==> src/rtl/set_reset_gen_if.sv <==
// Level-in / pulse-out bundle between a raw level source and set_reset_gen.
// The master drives the raw level; the slave returns the debounced level and SR pulses.
interface set_reset_gen_if;
    logic d;
    logic q;
    logic s;
    logic r;
    logic pending;

    modport master (output d, input q, s, r, pending);
    modport slave  (input d, output q, s, r, pending);
endinterface

==> src/rtl/set_reset_gen.sv <==
// Synchronizes and debounces a raw level, then emits one-cycle set/reset pulses
// for an SR trigger whenever the tracked level is accepted to have changed.
module set_reset_gen #(
    parameter int unsigned SYNC_STAGES = 2,
    parameter int unsigned DEBOUNCE    = 4,
    parameter logic        INIT_LEVEL  = 1'b0
) (
    input  logic           clk,
    input  logic           rst,
    set_reset_gen_if.slave bus
);

    localparam int unsigned CNT_W_RAW = $clog2(DEBOUNCE + 32'd1);
    localparam int unsigned CNT_W     = (CNT_W_RAW < 32'd1) ? 32'd1 : CNT_W_RAW;
    localparam logic [CNT_W-1:0] CNT_LAST = CNT_W'(DEBOUNCE - 32'd1);
    localparam logic [CNT_W-1:0] CNT_ONE  = CNT_W'(32'd1);
    localparam logic [CNT_W-1:0] CNT_ZERO = {CNT_W{1'b0}};

    logic             d_s;
    logic             q_q, q_d;
    logic             s_q, s_d;
    logic             r_q, r_d;
    logic             pending_q, pending_d;
    logic [CNT_W-1:0] cnt_q, cnt_d;

    generate
        if (SYNC_STAGES == 0) begin : g_nosync
            assign d_s = bus.d;
        end else begin : g_sync
            logic [SYNC_STAGES-1:0] sync_q, sync_d;

            // Shift the raw level in at bit 0; the oldest sample leaves at the top.
            always_comb begin
                sync_d    = sync_q << 1'b1;
                sync_d[0] = bus.d;
            end

            // Synchronizer chain, preloaded to the reset level.
            always_ff @(posedge clk) begin
                if (rst) begin
                    sync_q <= {SYNC_STAGES{INIT_LEVEL}};
                end else begin
                    sync_q <= sync_d;
                end
            end

            assign d_s = sync_q[SYNC_STAGES-1];
        end
    endgenerate

    // Any cycle where d_s agrees with q restarts the count, so only an
    // unbroken run of DEBOUNCE disagreeing samples is accepted.
    always_comb begin
        q_d = q_q;
        cnt_d = cnt_q;
        s_d = 1'b0;
        r_d = 1'b0;
        if (d_s == q_q) begin
            cnt_d = CNT_ZERO;
        end else if (cnt_q == CNT_LAST) begin
            q_d   = d_s;
            cnt_d = CNT_ZERO;
            s_d   = d_s;
            r_d   = ~d_s;
        end else begin
            cnt_d = cnt_q + CNT_ONE;
        end
        pending_d = (cnt_d != CNT_ZERO);
    end

    // Tracked level, debounce counter and registered outputs.
    always_ff @(posedge clk) begin
        if (rst) begin
            q_q       <= INIT_LEVEL;
            cnt_q     <= CNT_ZERO;
            s_q       <= 1'b0;
            r_q       <= 1'b0;
            pending_q <= 1'b0;
        end else begin
            q_q       <= q_d;
            cnt_q     <= cnt_d;
            s_q       <= s_d;
            r_q       <= r_d;
            pending_q <= pending_d;
        end
    end

    assign bus.q       = q_q;
    assign bus.s       = s_q;
    assign bus.r       = r_q;
    assign bus.pending = pending_q;

endmodule

==> src/flat_wrapper.sv <==
// flat-port wrapper written by rule: the top's interface ports become plain ports
module set_reset_gen_flat 
#(
    parameter int unsigned SYNC_STAGES = 2,
    parameter int unsigned DEBOUNCE    = 4,
    parameter logic        INIT_LEVEL  = 1'b0
)
  (clk, rst, bus_d, bus_q, bus_s, bus_r, bus_pending);
  set_reset_gen_if bus_i ();
  input  logic clk;
  input  logic rst;
  input wire logic [$bits(bus_i.d)-1:0] bus_d;
  output wire logic [$bits(bus_i.q)-1:0] bus_q;
  output wire logic [$bits(bus_i.s)-1:0] bus_s;
  output wire logic [$bits(bus_i.r)-1:0] bus_r;
  output wire logic [$bits(bus_i.pending)-1:0] bus_pending;
  assign bus_i.d = bus_d;
  assign bus_q = bus_i.q;
  assign bus_s = bus_i.s;
  assign bus_r = bus_i.r;
  assign bus_pending = bus_i.pending;
  set_reset_gen #(.SYNC_STAGES(SYNC_STAGES), .DEBOUNCE(DEBOUNCE), .INIT_LEVEL(INIT_LEVEL)) u_core (.clk(clk), .rst(rst), .bus(bus_i));
endmodule
==> config.mk <==
export PLATFORM = sky130hd
export DESIGN_NAME = set_reset_gen_flat
export DESIGN_NICKNAME = d
export VERILOG_FILES = /design/src/rtl/set_reset_gen_if.sv /design/src/rtl/set_reset_gen.sv /design/src/flat_wrapper.sv
export SDC_FILE = /design/constraint.sdc
export NUM_CORES = 1
export LEC_CHECK = 0
export ABC_AREA = 1
export CAP_MARGIN = 20
export CORE_AREA = 5 5 42 44
export DETAILED_ROUTE_END_ITERATION = 7
export DIE_AREA = 0 0 47 49
export GPL_ROUTABILITY_DRIVEN = 0
export SYNTH_ARGS = -nofsm -noshare
export SYNTH_HDL_FRONTEND = slang
export SYNTH_SLANG_ARGS = --single-unit
==> constraint.sdc <==
create_clock -name clk -period 1 [get_ports clk]
set_input_delay 0.1 -clock clk [delete_from_list [all_inputs] [get_ports clk]]
set_output_delay 0.1 -clock clk [all_outputs]
set_load 0.02 [all_outputs]
==> results.cfg <==
[min_path]
min_from = bus_d
whs_path_depth = 3
min_to = u_core.g_sync.sync_q[0]
hp-class = input port to flip-flop

[drt]
drc = 0
wl_met2_microns = 283
detail_route.wl_per_cell_microns = 7.78
ant_nets = 0
first_pass_iters = 2
routed_wl_microns = 568
vias = 285
via_per_inst = 3.90
drtIter0Drc = 2
wl_met3_microns = 32
top_layer_used = met4
drt-met1-wl_microns = 232

[setup_path]
r2r_cells = 6
cp_top_family = flip-flops
path_buf_inv = 1
cp.arrival_ns = 0.85
slowest_stage = dfxtp_1
r2r_start = u_core.cnt_q[0]
reg2reg_setup_slack_ns = 0.06
worstSetupPathType = flip-flop to output pin
path_cells = clkdlybuf4s15_1
rr_endpoint = u_core.bus.pending
slowest_delay_ns = 0.31
critPathCaptureType = output pin
path_max_fanout = 1
crit_required_ns = 0.90
cp-start-kind = flip-flop

[sta]
finClkSkew_ns = 0.00556
rsz0062_at_grt = true
hold_viol = 0
tightest_slew_ns = 0.202
hold_slack_ns = 0.352
tns_ns = 0
slew_violations = 0
min_period_over_period_pct = 95.3
fmax_mhz = 1050
relSlewSlack_pct = 86.6
finalSetupViolations = 0
period_needed_ns = 0.953

[global_route]
grt_pass1_vias = 299
grt_antenna_before_repair = 0
grt_usage_pct = 6.49
grt_overflow = 0
grt_max_degree = 6
grt_pass1_wl_mm = 1.03

[final_layout]
stdcell_area_sq_um = 483
drive_gt1_share_pct = 33.3
final_nets = 62
area_delta_synth_final_pct = 43.5
n_antenna_cell = 0

[die]
core_area_sq_um = 1400
io_pins = 7
die_x_microns = 47
die-area_sq_um = 2300
fp-row-count = 14
initial_core_util_pct = 24.0
die_y_microns = 49

[synthesis]
ys_warn_count = 0
netlist_top_cells_area = dfxtp_1 54%, inv_1 11%, nand2_1 11%
synth_top_cell_area_share_pct = 53.5
avgSynthCellArea_sq_um = 7.65
yosysSeqAreaShare_pct = 53.5
synth_fp_nets = 48
yosysTopAreaCell = dfxtp_1
synth_seq_cells = 9
synth_area_sq_um = 337
yosysUniqueCellTypes = 10
synth_cells = 44

[pwr]
powerDensity_nw_per_um2 = 1410
ir_worst_vdd_mv = 0.482
leakage_nw = 0.260

[cts]
cts_buffers = 3
cts_buffer_depth = 2
cts_sinks = 9
cts_tree = yes
cts_hold_buf = 0
clock_latency_ns = 0.26
cts-root-buf = clkbuf_4
htreeDepth = 1
clk_pin_slew_ns = 0.06

[run_status]
status = complete, no violations

[place]
io_buffers = 6
hpwl_microns = 430
placed_area_sq_um = 432

[run]
drv_cap = 0
layout by cell type, fill, tap and decap left out, types with 2 or more instances in the layout:
| cell | Yosys | routed |
|---|---|---|
| clkdlybuf4s15_1 | 0 | 2 |
| dfxtp_1 | 9 | 6 |
| nor2_1 | 6 | 6 |
| inv_2 | 3 | 4 |
| buf_4 | 0 | 3 |
| inv_1 | 10 | 9 |
| dfxtp_2 | 0 | 3 |
| nand2_1 | 10 | 10 |
| nand4_1 | 2 | 2 |
| clkbuf_4 | 0 | 3 |
| clkdlybuf4s50_1 | 0 | 2 |
flip-flops by register name, summed over array words and instances, names as in the netlist:
signal and flops:
u_core.cnt_q 3, u_core.bus.pending 1, u_core.bus.q 1, u_core.bus.r 1
u_core.g_sync.sync_q 2, u_core.bus.s 1
cell usage after synthesis:
cell type,instances
inv_1,10
nand2_1,10
dfxtp_1,9
nor2_1,6
inv_2,3
nand4_1,2
ha_1,1
nand2_2,1
nand3_1,1
nor2_4,1
metrics by stage:
step / setup WS (ns) / utilization, % / instances / power [mW]
after floorplan: 0.0765 / - / 44 / 0.390
after global placement: -0.0977 / 30.8 / 68 / 0.408
after detailed placement: -0.0890 / 30.8 / 68 / 0.409
after CTS: 0.00180 / 32.6 / 72 / 0.704
after global routing: -0.0469 / 34.5 / 73 / 0.721
final: 0.0467 / 34.5 / 73 / 0.683
worst register-to-register path, delay by kind of cell, from the launching register on:
family	cells	cell delay (ns)
adders and majority gates	1	0.13
buffers and inverters	1	0.04
DFF	1	0.35
and+or+nand+nor	4	0.32
how the worst max path moves through the flow:
stage / end / cells past startpoint / slack [ns] / startpoint
6_report: bus_r / 1 / 0.05 / u_core.bus.r
5_1_grt: u_core.bus.pending / 6 / -0.05 / u_core.cnt_q[0]
4_1_cts: bus_r / 1 / 0.002 / u_core.bus.r
3_5_place_dp: u_core.bus.pending / 6 / -0.09 / rst
3_3_place_gp: u_core.bus.pending / 6 / -0.1 / rst
2_1_floorplan: u_core.bus.pending / 5 / 0.08 / u_core.bus.q
logic make-up after synthesis:
kind of cell | after synthesis | synth area share (%)
flip-flops | 9 | 53.5
adder cells (fa/ha/maj) | 1 | 3.72
buffers and inverters | 13 | 14.5
AND/OR/NAND/NOR | 21 | 28.3
cell type report:
| cell class | instances | area [sq um] |
|---|---|---|
| fill | 156 | 918 |
| sequential | 9 | 184 |
| multi-input combinational | 22 | 125 |
| timing repair buffer | 9 | 78.8 |
| inverter | 13 | 48.8 |
| clock buffer | 4 | 26.3 |
| tap | 16 | 20.0 |
layer usage:
layer | global-route usage [%] | vias to the layer above
met4 | 8.29 | 0
met2 | 9.50 | 7
met3 | 1.11 | 2
li1 | - | 151
met1 | 6.42 | 125
met5 | 0 | -
power breakdown:
group / internal [mW] / switching [mW] / leakage [nW]
clock network: 0.154 / 0.129 / 0.0150
logic: 0.0161 / 0.0157 / 0.170
registers: 0.365 / 0.00344 / 0.0746
total: 0.535 / 0.148 / 0.260
timing repair:
action | CTS | global route
resized for setup | 7 | 10
setup buffers | 0 | 1
setup endpoints to repair | 4 | 7
pin swaps | 0 | 3
(Power assumes the default switching activity.)
